==> src/rtl/branch_sequencer_pkg.sv <==
// Shared codes, widths and payload types for the branch sequencer.
package branch_sequencer_pkg;

  localparam int unsigned OP_W    = 3;
  localparam int unsigned COND_W  = 3;
  localparam int unsigned FLAG_W  = 4;
  localparam int unsigned CNT_W   = 4;
  localparam int unsigned STATE_W = 2;

  // Branch operation codes; 101/110 decode as none.
  localparam logic [OP_W-1:0] OP_JF   = 3'b000;
  localparam logic [OP_W-1:0] OP_JT   = 3'b001;
  localparam logic [OP_W-1:0] OP_J    = 3'b010;
  localparam logic [OP_W-1:0] OP_JAL  = 3'b011;
  localparam logic [OP_W-1:0] OP_JR   = 3'b100;
  localparam logic [OP_W-1:0] OP_NONE = 3'b111;

  localparam logic [COND_W-1:0] COND_TRUE    = 3'b000;
  localparam logic [COND_W-1:0] COND_NEG     = 3'b001;
  localparam logic [COND_W-1:0] COND_ZERO    = 3'b010;
  localparam logic [COND_W-1:0] COND_CARRY   = 3'b100;
  localparam logic [COND_W-1:0] COND_NEGZERO = 3'b101;
  localparam logic [COND_W-1:0] COND_OVF     = 3'b111;

  localparam int unsigned FLAG_O = 3;
  localparam int unsigned FLAG_S = 2;
  localparam int unsigned FLAG_C = 1;
  localparam int unsigned FLAG_Z = 0;

  localparam logic [STATE_W-1:0] ST_IDLE  = 2'd0;
  localparam logic [STATE_W-1:0] ST_WAIT  = 2'd1;
  localparam logic [STATE_W-1:0] ST_EVAL  = 2'd2;
  localparam logic [STATE_W-1:0] ST_FLUSH = 2'd3;

  typedef struct packed {
    logic [OP_W-1:0]   op;
    logic [COND_W-1:0] cond;
  } br_req_t;

  // Only jf/jt depend on flags and therefore on pending flag writes.
  function automatic logic is_cond_op(input logic [OP_W-1:0] op);
    return (op == OP_JF) || (op == OP_JT);
  endfunction

endpackage

==> src/rtl/branch_sequencer_if.sv <==
// Decode/ALU <-> branch sequencer handshake and control bundle.
interface branch_sequencer_if;
  import branch_sequencer_pkg::*;

  logic [FLAG_W-1:0] alu_flags_i;
  logic              flag_we_i;
  logic              flag_pend_i;
  logic              br_valid_i;
  logic              br_ready_o;
  logic [OP_W-1:0]   op_tf_i;
  logic [COND_W-1:0] cond_i;
  logic              stall_o;
  logic              taken_o;
  logic              pc_sel_o;
  logic              flush_o;
  logic [FLAG_W-1:0] flags_o;

  modport master (
    output alu_flags_i, flag_we_i, flag_pend_i, br_valid_i, op_tf_i, cond_i,
    input  br_ready_o, stall_o, taken_o, pc_sel_o, flush_o, flags_o
  );

  modport slave (
    input  alu_flags_i, flag_we_i, flag_pend_i, br_valid_i, op_tf_i, cond_i,
    output br_ready_o, stall_o, taken_o, pc_sel_o, flush_o, flags_o
  );

endinterface

==> src/rtl/branch_cond_eval.sv <==
// Combinational jump resolution from operation, condition and flags.
module branch_cond_eval
  import branch_sequencer_pkg::*;
(
  input  logic [OP_W-1:0]   op_i,
  input  logic [COND_W-1:0] cond_i,
  input  logic [FLAG_W-1:0] flags_i,
  output logic              taken_c_o
);

  logic term;
  logic defined;

  always_comb begin
    term    = 1'b0;
    defined = 1'b1;
    case (cond_i)
      COND_TRUE:    term = 1'b1;
      COND_NEG:     term = flags_i[FLAG_S];
      COND_ZERO:    term = flags_i[FLAG_Z];
      COND_CARRY:   term = flags_i[FLAG_C];
      COND_NEGZERO: term = flags_i[FLAG_S] & flags_i[FLAG_Z];
      COND_OVF:     term = flags_i[FLAG_O];
      default:      defined = 1'b0;
    endcase
  end

  // Undefined conditions never jump, whichever polarity is requested.
  always_comb begin
    taken_c_o = 1'b0;
    case (op_i)
      OP_JF:               taken_c_o = defined & ~term;
      OP_JT:               taken_c_o = defined & term;
      OP_J, OP_JAL, OP_JR: taken_c_o = 1'b1;
      default:             taken_c_o = 1'b0;
    endcase
  end

endmodule

==> src/rtl/branch_sequencer.sv <==
// Branch sequencer: flag register, hazard wait, jump resolution and flush.
// Optional saturating statistics counters when BRANCH_STATS_EN is defined.
module branch_sequencer
  import branch_sequencer_pkg::*;
#(
  parameter int unsigned FLUSH_CYCLES = 2
`ifdef BRANCH_STATS_EN
  , parameter int unsigned STAT_W     = 16
`endif
) (
  input  logic               clk,
  input  logic               reset,
  branch_sequencer_if.slave  bus
`ifdef BRANCH_STATS_EN
  , output logic [STAT_W-1:0] stat_total_o
  , output logic [STAT_W-1:0] stat_taken_o
`endif
);

  logic [STATE_W-1:0] state_q, state_d;
  br_req_t            req_q, req_d;
  logic [FLAG_W-1:0]  flags_q, flags_d;
  logic [CNT_W-1:0]   cnt_q, cnt_d;
  logic               ready_q, ready_d;
  logic               stall_q, stall_d;
  logic               taken_q, taken_d;
  logic               pc_sel_q, pc_sel_d;
  logic               flush_q, flush_d;
  logic               eval_taken_c;

  // Resolved on the values EVAL will hold so TAKEN can leave a flop.
  branch_cond_eval u_cond_eval (
    .op_i      (req_d.op),
    .cond_i    (req_d.cond),
    .flags_i   (flags_d),
    .taken_c_o (eval_taken_c)
  );

  always_ff @(posedge clk) begin
    if (reset) begin
      state_q  <= ST_IDLE;
      req_q    <= '0;
      flags_q  <= '0;
      cnt_q    <= '0;
      ready_q  <= 1'b1;
      stall_q  <= 1'b0;
      taken_q  <= 1'b0;
      pc_sel_q <= 1'b1;
      flush_q  <= 1'b0;
    end else begin
      state_q  <= state_d;
      req_q    <= req_d;
      flags_q  <= flags_d;
      cnt_q    <= cnt_d;
      ready_q  <= ready_d;
      stall_q  <= stall_d;
      taken_q  <= taken_d;
      pc_sel_q <= pc_sel_d;
      flush_q  <= flush_d;
    end
  end

  always_comb begin
    state_d = state_q;
    req_d   = req_q;
    cnt_d   = cnt_q;
    flags_d = bus.flag_we_i ? bus.alu_flags_i : flags_q;

    case (state_q)
      ST_IDLE: begin
        if (bus.br_valid_i) begin
          req_d.op   = bus.op_tf_i;
          req_d.cond = bus.cond_i;
          state_d    = (is_cond_op(bus.op_tf_i) && bus.flag_pend_i) ? ST_WAIT : ST_EVAL;
        end
      end
      ST_WAIT: begin
        if (!bus.flag_pend_i) state_d = ST_EVAL;
      end
      ST_EVAL: begin
        if (taken_q) begin
          state_d = ST_FLUSH;
          cnt_d   = CNT_W'(FLUSH_CYCLES);
        end else begin
          state_d = ST_IDLE;
        end
      end
      ST_FLUSH: begin
        cnt_d = cnt_q - CNT_W'(1);
        if (cnt_q == CNT_W'(1)) state_d = ST_IDLE;
      end
      default: state_d = ST_IDLE;
    endcase

    ready_d  = (state_d == ST_IDLE);
    stall_d  = (state_d == ST_WAIT) || (state_d == ST_EVAL);
    taken_d  = (state_d == ST_EVAL) && eval_taken_c;
    pc_sel_d = ~taken_d;
    flush_d  = (state_d == ST_FLUSH);
  end

  assign bus.br_ready_o = ready_q;
  assign bus.stall_o    = stall_q;
  assign bus.taken_o    = taken_q;
  assign bus.pc_sel_o   = pc_sel_q;
  assign bus.flush_o    = flush_q;
  assign bus.flags_o    = flags_q;

`ifdef BRANCH_STATS_EN
  logic [STAT_W-1:0] total_q, total_d;
  logic [STAT_W-1:0] ntaken_q, ntaken_d;

  always_ff @(posedge clk) begin
    if (reset) begin
      total_q  <= '0;
      ntaken_q <= '0;
    end else begin
      total_q  <= total_d;
      ntaken_q <= ntaken_d;
    end
  end

  // Both counters saturate at all-ones.
  always_comb begin
    total_d  = total_q;
    ntaken_d = ntaken_q;
    if (state_q == ST_EVAL) begin
      if (total_q != '1) total_d = total_q + STAT_W'(1);
      if (taken_q && (ntaken_q != '1)) ntaken_d = ntaken_q + STAT_W'(1);
    end
  end

  assign stat_total_o = total_q;
  assign stat_taken_o = ntaken_q;
`endif

endmodule

==> src/flat_wrapper.sv <==
// flat-port wrapper written by rule: the top's interface ports become plain ports
module branch_sequencer_flat import branch_sequencer_pkg::*;
#(
  parameter int unsigned FLUSH_CYCLES = 2

)
  (clk, reset, bus_alu_flags_i, bus_flag_we_i, bus_flag_pend_i, bus_br_valid_i, bus_op_tf_i, bus_cond_i, bus_br_ready_o, bus_stall_o, bus_taken_o, bus_pc_sel_o, bus_flush_o, bus_flags_o);
  branch_sequencer_if bus_i ();
  input  logic clk;
  input  logic reset;
  input wire logic [$bits(bus_i.alu_flags_i)-1:0] bus_alu_flags_i;
  input wire logic [$bits(bus_i.flag_we_i)-1:0] bus_flag_we_i;
  input wire logic [$bits(bus_i.flag_pend_i)-1:0] bus_flag_pend_i;
  input wire logic [$bits(bus_i.br_valid_i)-1:0] bus_br_valid_i;
  input wire logic [$bits(bus_i.op_tf_i)-1:0] bus_op_tf_i;
  input wire logic [$bits(bus_i.cond_i)-1:0] bus_cond_i;
  output wire logic [$bits(bus_i.br_ready_o)-1:0] bus_br_ready_o;
  output wire logic [$bits(bus_i.stall_o)-1:0] bus_stall_o;
  output wire logic [$bits(bus_i.taken_o)-1:0] bus_taken_o;
  output wire logic [$bits(bus_i.pc_sel_o)-1:0] bus_pc_sel_o;
  output wire logic [$bits(bus_i.flush_o)-1:0] bus_flush_o;
  output wire logic [$bits(bus_i.flags_o)-1:0] bus_flags_o;
  assign bus_i.alu_flags_i = bus_alu_flags_i;
  assign bus_i.flag_we_i = bus_flag_we_i;
  assign bus_i.flag_pend_i = bus_flag_pend_i;
  assign bus_i.br_valid_i = bus_br_valid_i;
  assign bus_i.op_tf_i = bus_op_tf_i;
  assign bus_i.cond_i = bus_cond_i;
  assign bus_br_ready_o = bus_i.br_ready_o;
  assign bus_stall_o = bus_i.stall_o;
  assign bus_taken_o = bus_i.taken_o;
  assign bus_pc_sel_o = bus_i.pc_sel_o;
  assign bus_flush_o = bus_i.flush_o;
  assign bus_flags_o = bus_i.flags_o;
  branch_sequencer #(.FLUSH_CYCLES(FLUSH_CYCLES)) u_core (.clk(clk), .reset(reset), .bus(bus_i));
endmodule
==> config.mk <==
export PLATFORM = sky130hd
export DESIGN_NAME = branch_sequencer_flat
export DESIGN_NICKNAME = d
export VERILOG_FILES = /design/src/rtl/branch_sequencer_pkg.sv /design/src/rtl/branch_sequencer_if.sv /design/src/rtl/branch_cond_eval.sv /design/src/rtl/branch_sequencer.sv /design/src/flat_wrapper.sv
export SDC_FILE = /design/constraint.sdc
export NUM_CORES = 1
export LEC_CHECK = 0
export BUFFER_PORTS_ARGS = -buffer_cell sky130_fd_sc_hd__buf_2
export CAP_MARGIN = 20
export CORE_UTILIZATION = 55
export CTS_BUF_LIST = sky130_fd_sc_hd__clkbuf_4
export DETAILED_ROUTE_END_ITERATION = 6
export GPL_TIMING_DRIVEN = 0
export HOLD_SLACK_MARGIN = 0.06
export PLACE_DENSITY = 0.78
export SKIP_CTS_REPAIR_TIMING = 1
export SLEW_MARGIN = 5
export SYNTH_ARGS = -nofsm -noshare
export SYNTH_HDL_FRONTEND = slang
export SYNTH_SLANG_ARGS = --single-unit
==> constraint.sdc <==
create_clock -name clk -period 2.5 [get_ports clk]
set_clock_uncertainty 0.1 [all_clocks]
set_input_delay 0.25 -clock clk [delete_from_list [all_inputs] [get_ports clk]]
set_output_delay 0.25 -clock clk [all_outputs]
set_load 0.02 [all_outputs]
==> impl_metrics.yaml <==
synthesis:
  synth.most_common_cell: "dfxtp_1"
  synthCells: 131
  synth_area_leaders: "dfxtp_1, mux2i_1, nor2_1"
  synth_fp_nets: 151
  synth_common_cells: "dfxtp_1, nor2_1, a21oi_1, nand2_1, mux2i_1"
  ys_types: 35
  synth_flop_cell: "dfxtp_1"
  ys_async_sr_fraction_pct: 0
  synth_seq_area_share_pct: 37.1
  synth_compound_area_share_pct: 18.5
  synth_seq_cells: 21
  synth_xor_area_share_pct: 1.55
  synth_top_family_by_area: "simple AND/OR/NAND/NOR gates"
  yosys.area.top_type_share_pct: 37.1
  synthAdderAreaFrac_pct: 5.52
  synth.mux.area_fraction_pct: 9.05
  synth_top_area_cell: "dfxtp_1"
  synthSimpleGateAreaFrac_pct: 23.0
  ys_warn_count: 0
  syn_area_mm2: 0.00113
  avgSynthCellArea_um2: 8.65
  synth-edff-count: 0
global_route:
  grt_pass1_wl_um: 3670
  grt_usage_pct: 23.5
  grt_max_degree: 12
  grt_pass1_vias: 868
  grt-ovfl-total: 0
  antenna_found_initial: 0
pwr:
  p_int_uw: 520
  switchingPower_uw: 229
  pwr-share-seq_pct: 50.1
  powerDensity_mw_per_mm2: 569
  clkPwrFrac_pct: 23.1
  swShare_pct: 30.6
  peakVddDrop_uv: 346
  p_leak_uw: 0.000580
  power_frac_comb_pct: 26.8
place:
  dp_hpwl_um: 1820
  post_dp_cell_area_mm2: 0.00128
  io_buffers: 22
  gp_congestion: 0.787
route:
  dr_total_vias: 1013
  drtPass1Iterations: 4
  routed_wl_um: 2390
  ant_nets: 0
  drtIter0Drc: 17
  drc: 0
  wl_per_cell_um: 13.0
  viasPerCell: 5.51
floorplan:
  num_rows: 16
  io_pins: 24
  fp.dieH_um: 47.4
  core_mm2: 0.00194
  fp.dieArea_mm2: 0.00225
  die_w_um: 47.4
  start_util_pct: 58.4
clock_network:
  cts_tree: "done"
  clk_pin_slew_ns: 0.12
  cts_buffer_depth: 2
  cts_sinks: 21
  h-tree-depth: 1
  root_buffer: "clkbuf_4"
  clk_latency_ns: 0.30
  numCtsBuffers: 3
sta:
  fin_crit_sh_pct: 90.9
  fmax_ghz: 0.440
  slew_viol_final: 0
  fin_crit_ns: 2.27
  max_slew_margin_pct: 68.9
  tightestPinTransition_ns: 0.466
  hold_viol_final: 0
  setup_viol_count_final: 0
cells_and_area:
  finalNetCount: 178
  final_layout_size_suffix_gt1_share_pct: 26.1
  synthToLayoutAreaGrowth_pct: 16.0
  final_area_mm2: 0.00132
  fill_cells: 166
  diodes: 0
  final_util_pct: 67.7
setup_path:
  cp_data_arrival_time_ns: 2.37
  crit_type: "reg2reg"
  crit_chain: "clkbuf_2 -> o21ai_1 -> a31o_2 -> a21oi_1 -> o21ai_0 -> inv_1 -> ha_1 -> nor4b_2 -> o31a_1"
  start_kind: "register"
  worstPathMaxFanout: 10
  cp_slowest_stage_delay_ns: 0.35
  worstSetupEndpointType: "register"
  critPathRequiredTime_ns: 2.60
  crit_slowest_cell: "dfxtp_1"
flow_run:
  cap_violations: 0
worst_hold_path:
  hold_class: "in2reg"
outcome:
  status: "finished clean"
==> worst paths after layout <==
kind / start / end / slack [ns] / cells after the start
max: u_core.state_q[0]$_SDFF_PP0_ / u_core.bus.taken_o$_SDFF_PP0_ / 0.23 / 9
min: reset / u_core.bus.pc_sel_o$_SDFF_PP1_ / 0.09 / 3
max reg2reg: u_core.state_q[0]$_SDFF_PP0_ / u_core.bus.taken_o$_SDFF_PP0_ / 0.23 / 9
min reg2reg: u_core.req_q[5]$_SDFF_PP0_ / u_core.req_q[5]$_SDFF_PP0_ / 0.38 / 2
==> placed cells by master (no fill, tap or decap), types with 2 or more instances in the layout <==
master,count
a21oi_1,12
a22oi_1,2
a31o_2,2
buf_2,25
clkbuf_1,2
clkbuf_4,4
dfxtp_1,21
ha_1,5
inv_1,6
mux2_2,2
mux2i_1,8
nand2_1,12
nand3_1,6
nor2_1,19
nor3_1,3
o21ai_0,3
o31a_1,2
or3b_1,2
xor2_1,2
==> cell families after synthesis <==
logic type / count (synthesis)
multiplexers: 10
flip-flops: 21
AND/OR/NAND/NOR: 51
XOR/XNOR: 2
AO/OA/AOI/OAI: 29
buffers and inverters: 13
adder cells (fa/ha/maj): 5
==> final cells by class <==
type                       instances  area [um2]  area share [%]
timing repair buffer              22         110            8.37
multi-input combinational         97         659            50.1
buffer                             7        38.8            2.95
clock buffer                       4        30.0            2.28
inverter                           6        22.5            1.71
tap                               27        33.8            2.57
sequential                        21         420            32.0
==> worst max-delay path: cells and delay by family, from the launching register on <==
kind / cells / cell delay [ns]
DFF: 1 / 0.35
buffers and inverters: 2 / 0.29
AOI/OAI and AO/OA: 5 / 1.05
adders and majority gates: 1 / 0.21
and+or+nand+nor: 1 / 0.17
==> stage by stage <==
| stage | setup WS [ns] | total power (uW) | std cells | hold WS, ns | setup TNS, ns |
|---|---|---|---|---|---|
| 2_1_floorplan | 0.322 | 523 | 131 | 0.269 | 0 |
| 3_3_place_gp | -0.0365 | 574 | 180 | 0.357 | -0.0541 |
| 3_5_place_dp | -0.0736 | 581 | 180 | 0.369 | -0.141 |
| 4_1_cts | -0.129 | 755 | 184 | 0.0828 | -0.252 |
| 5_1_grt | -0.0129 | 801 | 184 | 0.101 | -0.0129 |
| 6_report | 0.228 | 749 | 184 | 0.0945 | 0 |
==> power groups by stage <==
| stage | clock network (uW) | registers [uW] | logic (uW) |
|---|---|---|---|
| floorplan | 0 | 397 | 126 |
| detailed placement | 0 | 383 | 198 |
| CTS | 181 | 375 | 199 |
| global placement | 0 | 381 | 193 |
| finish | 173 | 375 | 201 |
| global route | 198 | 379 | 224 |
==> sequential cells by signal, indices dropped and copies added (netlist names) <==
name,flops
u_core.bus.taken_o,1
u_core.bus.br_ready_o,1
u_core.req_q,6
u_core.cnt_q,4
u_core.bus.stall_o,1
u_core.bus.flags_o,4
u_core.state_q,2
u_core.bus.pc_sel_o,1
u_core.bus.flush_o,1
==> layer usage <==
metal | vias up | part of all wire (%) | global-route usage [%]
met4 | 0 | 0.54 | 8.57
met5 | - | 0 | 0
li1 | 517 | - | -
met2 | 30 | 50 | 40.0
met1 | 464 | 45 | 30.0
met3 | 2 | 4.3 | 3.46
Power figures use the tool's default switching activity.
